**src/rtl/mul_unit.sv**
```systemverilog
// Iterative radix-2 shift-add HI/LO multiply unit (MUL, MADD, MADDU, MFHI, MFLO).
// Optional MUL_EARLY_TERM_EN: leave MULT as soon as the remaining multiplier bits are zero.
module mul_unit #(
  parameter int          WIDTH     = 32,
  parameter logic [2:0]  MUL_MADD  = 3'b000,
  parameter logic [2:0]  MUL_MADDU = 3'b001,
  parameter logic [2:0]  MUL_MUL   = 3'b010,
  parameter logic [2:0]  MUL_MFLO  = 3'b100,
  parameter logic [2:0]  MUL_MFHI  = 3'b101
) (
  input  logic             clk,
  input  logic             rst,
  input  logic             valid,
  input  logic [2:0]       mul_op,
  input  logic [WIDTH-1:0] a,
  input  logic [WIDTH-1:0] b,
  output logic [WIDTH-1:0] result,
  output logic [WIDTH-1:0] hi,
  output logic [WIDTH-1:0] lo,
  output logic             busy,
  output logic             stall,
  output logic             done
);

  localparam int CW = (WIDTH > 1) ? $clog2(WIDTH) : 1;

  typedef enum logic [1:0] {IDLE, MULT, ACC} state_t;

  state_t               state, state_next;
  logic [2*WIDTH-1:0]   product, mcand, signed_p, acc_sum;
  logic [WIDTH-1:0]     mplier, a_mag, b_mag;
  logic [CW-1:0]        count;
  logic [2:0]           op;
  logic                 neg, start, signed_op, mult_last;

  assign start     = (state == IDLE) && valid &&
                     ((mul_op == MUL_MADD) || (mul_op == MUL_MADDU) || (mul_op == MUL_MUL));
  assign signed_op = (mul_op != MUL_MADDU);
  assign a_mag     = (signed_op && a[WIDTH-1]) ? -a : a;
  assign b_mag     = (signed_op && b[WIDTH-1]) ? -b : b;
  assign signed_p  = neg ? -product : product;
  assign acc_sum   = {hi, lo} + signed_p;

`ifdef MUL_EARLY_TERM_EN
  // Bits still to be consumed after this edge's shift are mplier[WIDTH-1:1].
  assign mult_last = (mplier[WIDTH-1:1] == '0) || (count == CW'(WIDTH-1));
`else
  assign mult_last = (count == CW'(WIDTH-1));
`endif

  always_ff @(posedge clk) begin
    if (rst) state <= IDLE;
    else     state <= state_next;
  end

  always_comb begin
    state_next = state;
    case (state)
      IDLE:    if (start) state_next = MULT;
      MULT:    if (mult_last) state_next = ACC;
      ACC:     state_next = IDLE;
      default: state_next = IDLE;
    endcase
  end

  always_comb begin
    busy   = (state != IDLE);
    stall  = busy && valid;
    result = (mul_op == MUL_MFHI) ? hi : lo;
  end

  always_ff @(posedge clk) begin
    if (rst) begin
      hi      <= '0;
      lo      <= '0;
      done    <= 1'b0;
      product <= '0;
      mcand   <= '0;
      mplier  <= '0;
      count   <= '0;
      op      <= '0;
      neg     <= 1'b0;
    end else begin
      done <= (state == ACC);
      case (state)
        IDLE: if (start) begin
          op      <= mul_op;
          mcand   <= {{WIDTH{1'b0}}, a_mag};
          mplier  <= b_mag;
          neg     <= signed_op && (a[WIDTH-1] ^ b[WIDTH-1]);
          product <= '0;
          count   <= '0;
        end
        MULT: begin
          if (mplier[0]) product <= product + mcand;
          mcand  <= mcand << 1;
          mplier <= mplier >> 1;
          count  <= count + 1'b1;
        end
        ACC: begin
          if (op == MUL_MUL) {hi, lo} <= signed_p;
          else               {hi, lo} <= acc_sum;
        end
        default: ;
      endcase
    end
  end

endmodule
```
**config.mk**
```make
export PLATFORM = sky130hd
export DESIGN_NAME = mul_unit
export DESIGN_NICKNAME = d
export VERILOG_FILES = /design/src/rtl/mul_unit.sv
export SDC_FILE = /design/constraint.sdc
export NUM_CORES = 1
export LEC_CHECK = 0
export ABC_AREA = 1
export BUFFER_PORTS_ARGS = -buffer_cell sky130_fd_sc_hd__buf_2
export CAP_MARGIN = 40
export CELL_PAD_IN_SITES_DETAIL_PLACEMENT = 1
export CELL_PAD_IN_SITES_GLOBAL_PLACEMENT = 1
export CORE_MARGIN = 1
export CORE_UTILIZATION = 46
export DETAILED_ROUTE_END_ITERATION = 8
export PLACE_DENSITY = 0.93
export SLEW_MARGIN = 20
export SYNTH_ARGS = -nofsm -noshare
export SYNTH_HDL_FRONTEND = slang
export SYNTH_SLANG_ARGS = --single-unit
```
**constraint.sdc**
```tcl
create_clock -name clk -period 6.25 [get_ports clk]
set_input_delay 0.3125 -clock clk [delete_from_list [all_inputs] [get_ports clk]]
set_output_delay 0.3125 -clock clk [all_outputs]
set_load 0.005 [all_outputs]
```
Word level (Yosys, flattened, before mapping)
Index checks and enable logic that the tools add are counted.
Widths: inputs -> output; s select.
{ "totals": {"ff_bits": 236, "output_inout_bits": 99, "in_bits": 70} }
{ "op_classes": {"n_addsub": 6, "muxes": 18, "eq_ne": 11, "bitwise_logic": 1, "n_reduce_logical": 16} }
{ "op_table": {"columns": ["cell", "n"], "rows": [
  ["$mux 64", 4],
  ["$pmux 64 s2", 2],
  ["$mux 32", 6],
  ["$add 64x64->64", 2],
  ["$neg 32->32", 2],
  ["$neg 64->64", 1],
  ["$pmux 32 s2", 1],
  ["$pmux 5 s2", 1],
  ["$eq 3x2->1 const B", 2],
  ["$logic_and 1x1->1", 6],
  ["$ne 2x2->1 const B", 3],
  ["$reduce_and 2->1", 3],
  ["$add 5x1->5 const B", 1],
  ["$eq 5x5->1 const B", 1],
  ["$mux 5", 1],
  ["$mux 2", 2],
  ["$pmux 2 s2", 1],
  ["$reduce_bool 2->1", 2],
  ["$eq 3x1->1 const B", 1],
  ["$eq 3x3->1 const B", 1],
  ["$logic_not 3->1", 1],
  ["$ne 3x1->1 const B", 1],
  ["$reduce_and 3->1", 1],
  ["$eq 2x1->1 const B", 1],
  ["4 further kinds", 5]
]} }

Depth between registers and ports, before layout
{ "depth": {"ltp_word": 6, "mapped_depth": 26} }

Worst setup path before layout
OpenSTA, ideal clock, no wires.
{ "synth_path": {"path_kind": "register to register", "startpoint": "register product[1]", "endpoint": "register hi[29]", "setup_slack_ns": 3.400, "arrival_time_ns": 2.731, "period_less_slack_ns": 2.850, "n_path_buf": 0, "path_stages_with_launch": 22, "setup_time_ns": 0.119, "cell_sequence": "dfxtp_1 -> inv_1 -> ha_1 -> nand2_4 -> nor2_8 -> nand3b_2 -> inv_1 -> nand2_1 -> o21ai_1 -> xnor2_1 -> ha_1 -> nand2_1 -> inv_1 -> nand2_1 -> nor2_2 -> inv_1 -> nor4_1 -> nand2_1 -> nand2_1 -> nand2_1 -> nand3_1 -> a21oi_1"} }
{ "synth_via": {"elab_chain_cells": 4} }
{ "synth_lines": {"columns": ["element", "line", "text"], "rows": [
  ["from (decl)", "30", "logic [2*WIDTH-1:0] product, mcand, signed_p, acc_sum;"],
  ["from (signal assigned)", "95", "if (mplier[0]) product <= product + mcand;"],
  ["$neg 64->64", "41", "assign signed_p = neg ? -product : product;"],
  ["$mux 64 (*)", "41", null],
  ["$add 64x64->64", "42", "assign acc_sum = {hi, lo} + signed_p;"],
  ["$mux 32 (*)", "101", "if (op == MUL_MUL) {hi, lo} <= signed_p;"],
  ["to (signal assigned)", "101", null],
  ["to (signal assigned)", "102", "else {hi, lo} <= acc_sum;"],
  ["to (decl)", "18", "output logic [WIDTH-1:0] hi,"]
]} }
Mark *: on every way between the ends. The rest lies on a longest branch, timed or not.
A chain may end at the register's enable or synchronous reset.

Final worst setup path
{ "layout_path": {"startpoint": "register product[34]", "endpoint": "register hi[14]"} }
Same word-level chain as after synthesis.

==> impl_table.tex <==
\begin{tabular}{lr}
\hline
Metric & Value \\
\hline
\multicolumn{2}{l}{\textbf{Status}} \\
Status & finished clean \\
\multicolumn{2}{l}{\textbf{Logic synthesis}} \\
EDFF count, synth & 0 \\
Prevailing post-synth register cell & dfxtp\_1 \\
Ys Warns & 0 \\
Top post-synthesis cells by area & nand2\_1 23\%, dfxtp\_1 20\%, inv\_1 9.2\% \\
Yosys cell types & 51 \\
Post-Synthesis Cell Area & 24100 um2 \\
Ys async rst share & 0 \\
Synth Instances & 4325 \\
Sequential fraction of the synthesis area & 0.196 \\
Number of synthesized register bits & 236 \\
Net count of the mapped netlist & around 4500 \\
Share of the synthesized area in the top cell type & 0.229 \\
Average instance area after synthesis & 5.57 um2 \\
Cell type with the highest aggregate area in the netlist & nand2\_1 \\
\multicolumn{2}{l}{\textbf{Timing}} \\
Hold Worst Slack & 0.0203 ns \\
Final setup violating endpoints & 0 \\
Fmax & around 230 MHz \\
Unrepaired setup endpoints after global routing & no \\
Min Clock Period, post-route & 4.31 ns \\
Final hold violation count & 0 \\
Relative slew margins & 0.387 \\
Ratio of final minimum period to clock period & 0.690 \\
Slew Limit Fails & 0 \\
Transition at the pin with the smallest max-transition slack & 0.910 ns \\
Worst clock skew & 0.0160 ns \\
Final total negative setup slack & 0 ns \\
\multicolumn{2}{l}{\textbf{Setup path}} \\
Data arrival, critical path & 4.84 ns \\
Kind of start point of the critical path & flop \\
Most used cell along the critical path & nor2\_1 \\
Required time at the worst-slack endpoint & 6.78 ns \\
Slowest CP cell & dfxtp\_1 \\
Cells along the critical path & nor2\_1 -> nand2\_1 -> nor2\_1 -> nand2\_1 -> nor2\_2 -> o21ai\_0 -> and2\_1 -> ha\_1 -> nand2\_1 -> inv\_1 -> nand3\_1 -> nor2\_1 -> inv\_1 -> nor2\_1 -> nand3\_1 -> nand4\_1 -> nand3\_1 -> a21oi\_1 \\
Critical Path End Type & flop \\
Cell class contributing the biggest share of worst-path delay & simple AND/OR/NAND/NOR gates \\
Largest incremental delay on the critical path & 0.48 ns \\
Buffer and inverter count on the worst path & 2 \\
Worst Path Max Fanout & 5 \\
Start-to-end type of the worst setup path & reg -> reg \\
\multicolumn{2}{l}{\textbf{Hold path}} \\
Classification of the worst-slack hold path & in -> reg \\
\multicolumn{2}{l}{\textbf{CTS}} \\
Skew-Pair Late Insertion Delay & 0.61 ns \\
H-tree levels & 1 \\
CTS sink cnt & between 200 and 250 \\
CTS buffer count & 29 \\
TritonCTS clock tree & done \\
Number of buffers added to fix hold violations after cts & 0 \\
Post-CTS Resized & 0 \\
Cell chosen for the clock root & clkbuf\_16 \\
Clock slew seen by the registers of the worst setup and hold paths & 0.07 ns \\
Count of buffers added by post-CTS timing repair for setup & 0 \\
Maximum count of clock buffers along a single path & 3 \\
\multicolumn{2}{l}{\textbf{Pwr}} \\
Total power density per cell area & 141 nW/um2 \\
Proportion of power drawn by the clock network & 0.467 \\
Max VDD drop & 203 uV \\
Sequential share of power & 0.415 \\
Switching component of the power & 1.13 mW \\
Combinational cell fraction of total power & 0.118 \\
Share of total power consumed by net switching & 0.301 \\
Reported leakage power & 13.8 nW \\
Internal power contribution & 2.62 mW \\
\multicolumn{2}{l}{\textbf{Global routing}} \\
Number of global-route vias before repair & 30500 \\
GRT Resource Usage Total & 0.398 \\
Total congestion overflow after global routing & 0 \\
First-pass GRT wire length & 167000 um \\
Initial antenna violation count & 2 \\
Pin count of the biggest net entering global routing & 73 \\
\multicolumn{2}{l}{\textbf{Flow run}} \\
Maximum Capacitance Violations & 0 \\
\multicolumn{2}{l}{\textbf{Detailed routing}} \\
Avg Vias per Cell & 5.81 \\
Per-cell routed wire length & 21.0 um \\
Wirelength, routed & 108000 um \\
DR pass1 iterations & 6 \\
Count of antenna-violating nets left after detailed routing & 0 \\
Starting DRT DRC Count & 2067 \\
Residual DRC & 0 \\
Number of vias after detailed routing & 29900 \\
\multicolumn{2}{l}{\textbf{Place}} \\
Number of input and output port buffers inserted & 168 \\
DPL Wire Length & approximately 85000 um \\
Routability congestion estimate from global placement & 1.01 \\
\multicolumn{2}{l}{\textbf{Die}} \\
Die width & 231 um \\
Floorplan die height & 231 um \\
Starting utilization of the core area & 0.468 \\
Top Ports & between 150 and 200 \\
Standard-cell rows & 83 \\
Floorplan die area & $\sim$53000 um2 \\
Core area & 51500 um2 \\
\multicolumn{2}{l}{\textbf{Layout}} \\
Net count reported at finish & around 4700 \\
Layout-stage area growth over the synthesis result & 10.3\% \\
Proportion of layout cells with a drive suffix above 1 & 0.0797 \\
\hline
\end{tabular}
## registers in the layout (all words and copies together) (netlist names)
signal and count:
state 2, lo 32, hi 32, neg 1
count 5, product 64, done 1, op 3
mcand 64, mplier 32
## cells in the mapped netlist, types with 13 or more instances
cell type  count
a21oi_1      379
a31oi_1       61
buf_1         19
buf_2         16
clkbuf_1      77
dfxtp_1      236
ha_1         145
inv_1        589
mux2_2        29
nand2_1     1473
nand3_1      289
nand3b_1      37
nand4_1       24
nor2_1       466
nor3_1        47
o21ai_0      186
o21ai_1       13
o21bai_1      21
or2_2         28
xnor2_1       26
xor2_1        51
## metrics by stage
step	util	power [mW]	instance area, um2	instances	setup WS, ns
after floorplan	-	1.85	24100	4325	3.40
after global placement	0.495	1.99	25500	5077	2.24
after detailed placement	0.496	2.01	25600	5080	2.26
after CTS	0.515	3.74	26500	5133	2.15
after global routing	0.516	3.85	26600	5135	1.74
final	0.516	3.75	26600	5138	1.94
## cell type report
cell class | instances | area, um2
Antenna cell | 3 | 7.51
Clock buffer | 34 | 764
Fill cell | 7664 | 24900
Sequential cell | 236 | 4730
Timing Repair Buffer | 189 | 1080
Tap cell | 680 | 851
Multi-Input combinational cell | 3381 | 16700
Clock inverter | 19 | 180
Inverter | 596 | 2240
## per-layer routing
metal | part of all wire | routed length [um] | global-route usage | vias up
met5 | 0.00012 | 13 | 0 | -
met2 | 0.45 | 48700 | 0.652 | 1164
met4 | 0.064 | 6920 | 0.236 | 2
li1 | - | - | - | 14000
met3 | 0.071 | 7630 | 0.0623 | 376
met1 | 0.41 | 44400 | 0.491 | 14300
## path summary, 6_finish.rpt
path	start	to	slack [ns]	depth (start not counted)
hold / removal	a[0]	mcand[0]	0.02	3
setup / recovery	product[34]	hi[14]	1.94	18
hold reg to reg	mplier[31]	mplier[31]	0.47	2
setup reg to reg	product[34]	hi[14]	1.94	18
## power groups by stage
stage | clock, mW | combinational, mW | sequential [mW]
after floorplan | 0 | 0.278 | 1.58
after global placement | 0 | 0.399 | 1.59
after detailed placement | 0 | 0.422 | 1.59
after CTS | 1.75 | 0.428 | 1.56
after global routing | 1.81 | 0.477 | 1.56
final | 1.75 | 0.441 | 1.56
## worst register-to-register path, stage by stage, from the launching register on
cell and delay (ns):
dfxtp_1 0.48, nor2_1 0.22, nand2_1 0.19, nor2_1 0.28
nand2_1 0.13, nor2_2 0.25, o21ai_0 0.15, and2_1 0.22
ha_1 0.32, nand2_1 0.13, inv_1 0.14, nand3_1 0.19
nor2_1 0.35, inv_1 0.11, nor2_1 0.36, nand3_1 0.33
nand4_1 0.16, nand3_1 0.08, a21oi_1 0.16
## cell families (layout without fill, tap and decap cells)
family	after synthesis	count (layout)	share of synthesized area
other cells	0	3	0
flops	236	236	0.196
mux	29	29	0.0136
xor+xnor	80	80	0.0300
buf+inv	708	838	0.111
compound gates	708	708	0.158
fa+ha+maj	147	147	0.0770
simple gates	2417	2417	0.414
## cell usage in the layout, fill, tap and decap left out, types with 5 or more instances in the layout
master,instances
nand2_1,1472
inv_1,588
nor2_1,463
a21oi_1,379
nand3_1,288
dfxtp_1,235
o21ai_0,186
buf_2,167
ha_1,145
a31oi_1,61
xor2_1,51
nor3_1,47
nand3b_1,37
mux2_2,29
clkbuf_16,29
or2_2,28
xnor2_1,26
nand4_1,24
o21bai_1,21
buf_4,16
o21ai_1,13
nor2_2,12
o211ai_1,12
nand2_2,10
nor4_1,9
a21o_1,9
clkinv_2,9
nor2_4,8
inv_2,8
a21boi_0,8
clkinvlp_4,5
(Power assumes the default switching activity.)
